===== src/rtl/rf_dump_reader_if.sv =====
// rtl/rf_dump_reader_if.sv - register-file read port plus outbound beat stream for the dump reader
interface rf_dump_reader_if #(
  parameter int ADDR_W = 5,
  parameter int DATA_W = 32
);
  logic [ADDR_W-1:0] rf_addr;
  logic [DATA_W-1:0] rf_data;
  logic              out_valid;
  logic              out_ready;
  logic [DATA_W-1:0] out_data;
  logic [ADDR_W-1:0] out_index;
  logic              out_last;

  modport master (
    output rf_addr,
    input  rf_data,
    output out_valid,
    input  out_ready,
    output out_data,
    output out_index,
    output out_last
  );

  modport slave (
    input  rf_addr,
    output rf_data,
    input  out_valid,
    output out_ready,
    input  out_data,
    input  out_index,
    input  out_last
  );
endinterface


===== src/rtl/rf_dump_reader.sv =====
// rtl/rf_dump_reader.sv - sweeps the register file index by index, streams each word and an XOR checksum
module rf_dump_reader #(
  parameter int NUM_REGS = 32,
  parameter int ADDR_W   = 5,
  parameter int DATA_W   = 32
) (
  input  logic               clk,
  input  logic               reset,
  input  logic               start,
  input  logic               abort,
  rf_dump_reader_if.master   bus,
  output logic               busy,
  output logic               done,
  output logic [DATA_W-1:0]  checksum
);

  localparam logic [ADDR_W-1:0] LAST_IDX = ADDR_W'(NUM_REGS - 1);

  typedef enum logic [1:0] {
    IDLE  = 2'd0,
    FETCH = 2'd1,
    SEND  = 2'd2,
    DONE  = 2'd3
  } state_t;

  state_t            state_q, state_d;
  logic [ADDR_W-1:0] idx_q, idx_d;
  logic [DATA_W-1:0] data_q;
  logic [ADDR_W-1:0] index_q;
  logic              last_q;
  logic [DATA_W-1:0] checksum_q, checksum_d;
  logic              capture;
  logic              handshake;

  // out_valid is decoded from state alone, so out_ready never reaches it combinationally.
  assign handshake = (state_q == SEND) && bus.out_ready;

  always_ff @(posedge clk) begin
    if (reset) begin
      state_q    <= IDLE;
      idx_q      <= '0;
      data_q     <= '0;
      index_q    <= '0;
      last_q     <= 1'b0;
      checksum_q <= '0;
    end else begin
      state_q    <= state_d;
      idx_q      <= idx_d;
      checksum_q <= checksum_d;
      if (capture) begin
        data_q  <= bus.rf_data;
        index_q <= idx_q;
        last_q  <= (idx_q == LAST_IDX);
      end
    end
  end

  always_comb begin
    state_d    = state_q;
    idx_d      = idx_q;
    checksum_d = checksum_q;
    capture    = 1'b0;

    case (state_q)
      IDLE: begin
        idx_d = '0;
        if (start) begin
          state_d    = FETCH;
          checksum_d = '0;
        end
      end
      FETCH: begin
        capture = 1'b1;
        state_d = SEND;
      end
      SEND: begin
        if (handshake) begin
          checksum_d = checksum_q ^ data_q;
          if (idx_q == LAST_IDX) begin
            state_d = DONE;
          end else begin
            idx_d   = idx_q + ADDR_W'(1);
            state_d = FETCH;
          end
        end
      end
      DONE: begin
        idx_d   = '0;
        state_d = IDLE;
      end
      default: begin
        idx_d   = '0;
        state_d = IDLE;
      end
    endcase

    // Abort overrides the handshake: the pending beat is dropped and the partial checksum kept.
    if (abort && (state_q != IDLE)) begin
      state_d    = IDLE;
      idx_d      = '0;
      checksum_d = checksum_q;
      capture    = 1'b0;
    end
  end

  assign bus.rf_addr   = idx_q;
  assign bus.out_valid = (state_q == SEND);
  assign bus.out_data  = data_q;
  assign bus.out_index = index_q;
  assign bus.out_last  = (state_q == SEND) && last_q;
  assign busy          = (state_q != IDLE);
  assign done          = (state_q == DONE);
  assign checksum      = checksum_q;

endmodule


===== src/flat_wrapper.sv =====
// flat-port wrapper written by rule: the top's interface ports become plain ports
module rf_dump_reader_flat 
#(
  parameter int NUM_REGS = 32,
  parameter int ADDR_W   = 5,
  parameter int DATA_W   = 32
)
  (clk, reset, start, abort, busy, done, checksum, bus_rf_addr, bus_rf_data, bus_out_valid, bus_out_ready, bus_out_data, bus_out_index, bus_out_last);
  rf_dump_reader_if #(.ADDR_W(ADDR_W), .DATA_W(DATA_W)) bus_i ();
  input  logic clk;
  input  logic reset;
  input  logic start;
  input  logic abort;
  output logic busy;
  output logic done;
  output logic [DATA_W-1:0] checksum;
  output wire logic [$bits(bus_i.rf_addr)-1:0] bus_rf_addr;
  input wire logic [$bits(bus_i.rf_data)-1:0] bus_rf_data;
  output wire logic [$bits(bus_i.out_valid)-1:0] bus_out_valid;
  input wire logic [$bits(bus_i.out_ready)-1:0] bus_out_ready;
  output wire logic [$bits(bus_i.out_data)-1:0] bus_out_data;
  output wire logic [$bits(bus_i.out_index)-1:0] bus_out_index;
  output wire logic [$bits(bus_i.out_last)-1:0] bus_out_last;
  assign bus_rf_addr = bus_i.rf_addr;
  assign bus_i.rf_data = bus_rf_data;
  assign bus_out_valid = bus_i.out_valid;
  assign bus_i.out_ready = bus_out_ready;
  assign bus_out_data = bus_i.out_data;
  assign bus_out_index = bus_i.out_index;
  assign bus_out_last = bus_i.out_last;
  rf_dump_reader #(.NUM_REGS(NUM_REGS), .ADDR_W(ADDR_W), .DATA_W(DATA_W)) u_core (.clk(clk), .reset(reset), .start(start), .abort(abort), .bus(bus_i), .busy(busy), .done(done), .checksum(checksum));
endmodule

===== config.mk =====
export PLATFORM = sky130hd
export DESIGN_NAME = rf_dump_reader_flat
export DESIGN_NICKNAME = d
export VERILOG_FILES = /design/src/rtl/rf_dump_reader_if.sv /design/src/rtl/rf_dump_reader.sv /design/src/flat_wrapper.sv
export SDC_FILE = /design/constraint.sdc
export NUM_CORES = 1
export LEC_CHECK = 0
export ABC_AREA = 1
export BUFFER_PORTS_ARGS = -buffer_cell sky130_fd_sc_hd__buf_2
export CAP_MARGIN = 20
export CORE_ASPECT_RATIO = 2
export CORE_MARGIN = 2
export CORE_UTILIZATION = 30
export DETAILED_ROUTE_END_ITERATION = 6
export PLACE_DENSITY = 0.64
export SYNTH_ARGS = -nofsm -noshare
export SYNTH_HDL_FRONTEND = slang
export SYNTH_SLANG_ARGS = --single-unit

===== constraint.sdc =====
create_clock -name clk -period 4.1 [get_ports clk]
set_input_delay 0.82 -clock clk [delete_from_list [all_inputs] [get_ports clk]]
set_output_delay 0.82 -clock clk [all_outputs]
set_load 0.05 [all_outputs]

==> results.py <==
metrics = {
    "clock_tree": {
        "post_cts_resized": 0,
        "cts_setup_buffers": 0,
        "clockBufferDepth": 2,
        "hold_buffers": 0,
        "cts_inserted_buffers": 9,
        "clock-sinks": 77,
        "cts_root_buf": "clkbuf_16",
        "clkTransAtPathRegs_ps": 50,
        "cts_tree": "built",
        "clock_latency_ps": 330,
        "htreeDepth": 3,
    },
    "sta": {
        "fmax_ghz": 0.391,
        "fin_skew_ps": 6.81,
        "setup_viol": 0,
        "slew_headroom": 0.298,
        "final_hold_viol_count": 0,
        "slew_violations": 0,
        "layout_setup_ws_ps": 1540,
        "final.period_utilization": 0.624,
        "fin_crit_ps": 2560,
        "setup_tns_ps": 0,
        "tightest_slew_ps": 1050,
        "rsz0062_at_grt": "false",
    },
    "worst_setup_path": {
        "path_buf_inv": 4,
        "critPathMaxFanout": 37,
        "crit_slowest_cell": "buf_4",
        "crit_chain": "inv_1 -> ha_1 -> buf_4 -> nand2_1 -> inv_1 -> buf_2",
        "timing.rr.start": "u_core.state_q[0]",
        "cp.required_ps": 3280,
        "crit_arrival_ps": 1740,
        "cpMostUsedCell": "inv_1",
        "critical_path_class": "reg2out",
        "crit_path_end_kind": "output port",
        "path_delay_family": "buffers and inverters",
        "max_stage_delay_ps": 370,
        "startpoint_type": "flop",
        "crit_path_start": "u_core.state_q[0]",
    },
    "grt": {
        "grtUsageTotal": 0.149,
        "grtUsageMet1": 0.152,
        "grt_max_degree": 68,
        "use_met2": 0.279,
        "grt_overflow": 0,
        "grt.busiest_layer": "met2",
        "met3_usage": 0.0292,
        "grt_pass1_wl_mm": 15.2,
        "antenna_found_initial": 1,
        "first_global_vias": 3282,
    },
    "yosys": {
        "synth_area_leaders": "dfxtp_1, inv_1, o21ai_0",
        "synth_most_common_cell": "inv_1",
        "netlist_area_um2": 3660,
        "synth_warnings": 0,
        "synth-seq-cells": 77,
        "synth_largest_area_cell": "dfxtp_1",
        "ys_types": 19,
        "synth_edf_count": 0,
        "synth.top_cell.area_share": 0.421,
        "synthCells": 543,
        "synthTopCellsByCount": "inv_1, nand2_1, dfxtp_1",
        "syn-num-nets": 586,
        "synthArstFlopShare": 0,
        "yosysSeqAreaShare": 0.421,
        "syn_avg_cell_area_um2": 6.75,
        "synth_ff_type": "dfxtp_1",
    },
    "power_and_ir_drop": {
        "switching_power_w": 0.00144,
        "combPwrFrac": 0.447,
        "clkPwrFrac": 0.227,
        "switching_share": 0.466,
        "seq_power_share": 0.326,
        "p_int_w": 0.00165,
        "power.density_nw_per_um2": 683,
        "finalPower_w": 0.00309,
        "irDropWorstVdd_mv": 0.325,
        "power_leakage_nw": 2.24,
    },
    "drt": {
        "remaining_drc_errors": 0,
        "drt_iter0_drc": 153,
        "wl_mm": 9.77,
        "via_per_inst": 4.58,
        "routedWlPerCell_um": 12.3,
        "antenna_left": 0,
        "num_vias": 3624,
        "first_pass_iters": 4,
    },
    "placed_design": {
        "io_buffer_count": 114,
        "gp_congestion": 0.791,
        "dp_hpwl_mm": 6.85,
        "place_ws_ps": 1740,
        "postPlaceCellArea_um2": 4270,
    },
    "floorplan": {
        "die_w_um": 82.2,
        "dieArea_um2": 13200,
        "core_area_um2": 12100,
        "rows": 57,
        "die_h_um": 160,
        "initial_core_util": 0.304,
        "ios": 115,
    },
    "run": {
        "drv_cap": 0,
    },
    "min_path": {
        "worstHoldStart": "u_core.bus.out_data[31]",
        "hp-class": "reg2reg",
    },
    "final_layout": {
        "stdcell_area_um2": 4520,
        "nets": 685,
        "fillers": 1342,
        "final_util": 0.375,
        "area_growth_syn_to_layout_pct": 23.4,
        "drive_above_1_share": 0.213,
    },
    "outcome": {
        "status": "finished, final reports clean",
    },
}
[cells in the final DEF, fill, tap and decap left out]
cell type and count:
nand2_1 82, clkinvlp_4 1, o21ai_4 1, clkbuf_16 9, nand2_2 1, o21ai_0 73, clkinv_2 1, nor3_1 2
nand3_1 67, nand4_1 1, nor2_1 47, dfxtp_1 77, clkbuf_1 1, inv_1 112, buf_4 5, diode_2 1
ha_1 6, or2_2 1, buf_2 114, a21oi_1 39, inv_2 3, clkbuf_8 1
[flip-flops by register name (all words and copies together), names as in the netlist]
| name | count |
|---|---|
| u_core.bus.out_data | 32 |
| u_core.state_q | 2 |
| u_core.checksum | 32 |
| u_core.bus.out_index | 5 |
| u_core.bus.rf_addr | 5 |
| u_core.last_q | 1 |
[final cells by class]
| cell class | count | area, um^2 | area share |
|---|---|---|---|
| sequential | 77 | 1540 | 0.341 |
| timing repair buffer | 119 | 608 | 0.134 |
| clock inverter | 2 | 12.5 | 0.00277 |
| inverter | 115 | 432 | 0.0954 |
| tap | 147 | 184 | 0.0407 |
| antenna | 1 | 2.50 | 0.000553 |
| multi-input combinational | 320 | 1500 | 0.332 |
| clock buffer | 11 | 243 | 0.0537 |
[worst register-to-register path: cells and delay by family (launching register included)]
kind | cells | cell delay, ps
compound gates | 2 | 300
fa+ha+maj | 1 | 240
buf+inv | 3 | 560
flops | 1 | 410
simple gates | 2 | 640
[worst paths after layout]
path / end / cells after the start / slack, ps
min: u_core.bus.out_data[31] / 2 / 480
max: bus_out_last / 6 / 1540
max reg2reg: u_core.bus.out_index[3] / 8 / 1830
min reg2reg: u_core.bus.out_data[31] / 2 / 480
[routing by layer]
layer	share of wire	vias to the layer above
met2	0.56	75
met5	0	-
met3	0.040	14
met4	0.022	0
li1	-	1885
met1	0.38	1650
[cells by family after synthesis]
group,after synthesis,share of synthesized area
flops,77,0.421
simple gates,201,0.231
fa+ha+maj,6,0.0205
compound gates,113,0.157
buf+inv,146,0.171
[power by group through the flow]
| stage | registers, W | clock network, W | logic, W |
|---|---|---|---|
| 5_1_grt | 0.00102 | 0.000750 | 0.00152 |
| 3_5_place_dp | 0.00102 | 0 | 0.00139 |
| 6_report | 0.00101 | 0.000702 | 0.00138 |
| 2_1_floorplan | 0.00147 | 0 | 0.000681 |
| 3_3_place_gp | 0.00102 | 0 | 0.00138 |
| 4_1_cts | 0.00101 | 0.000727 | 0.00140 |
[per-stage QoR]
step	cells	hold WS, ps
global placement	778	467
detailed placement	778	475
CTS	791	484
floorplan	543	455
finish	792	484
global route	791	509
(Power assumes the default switching activity.)
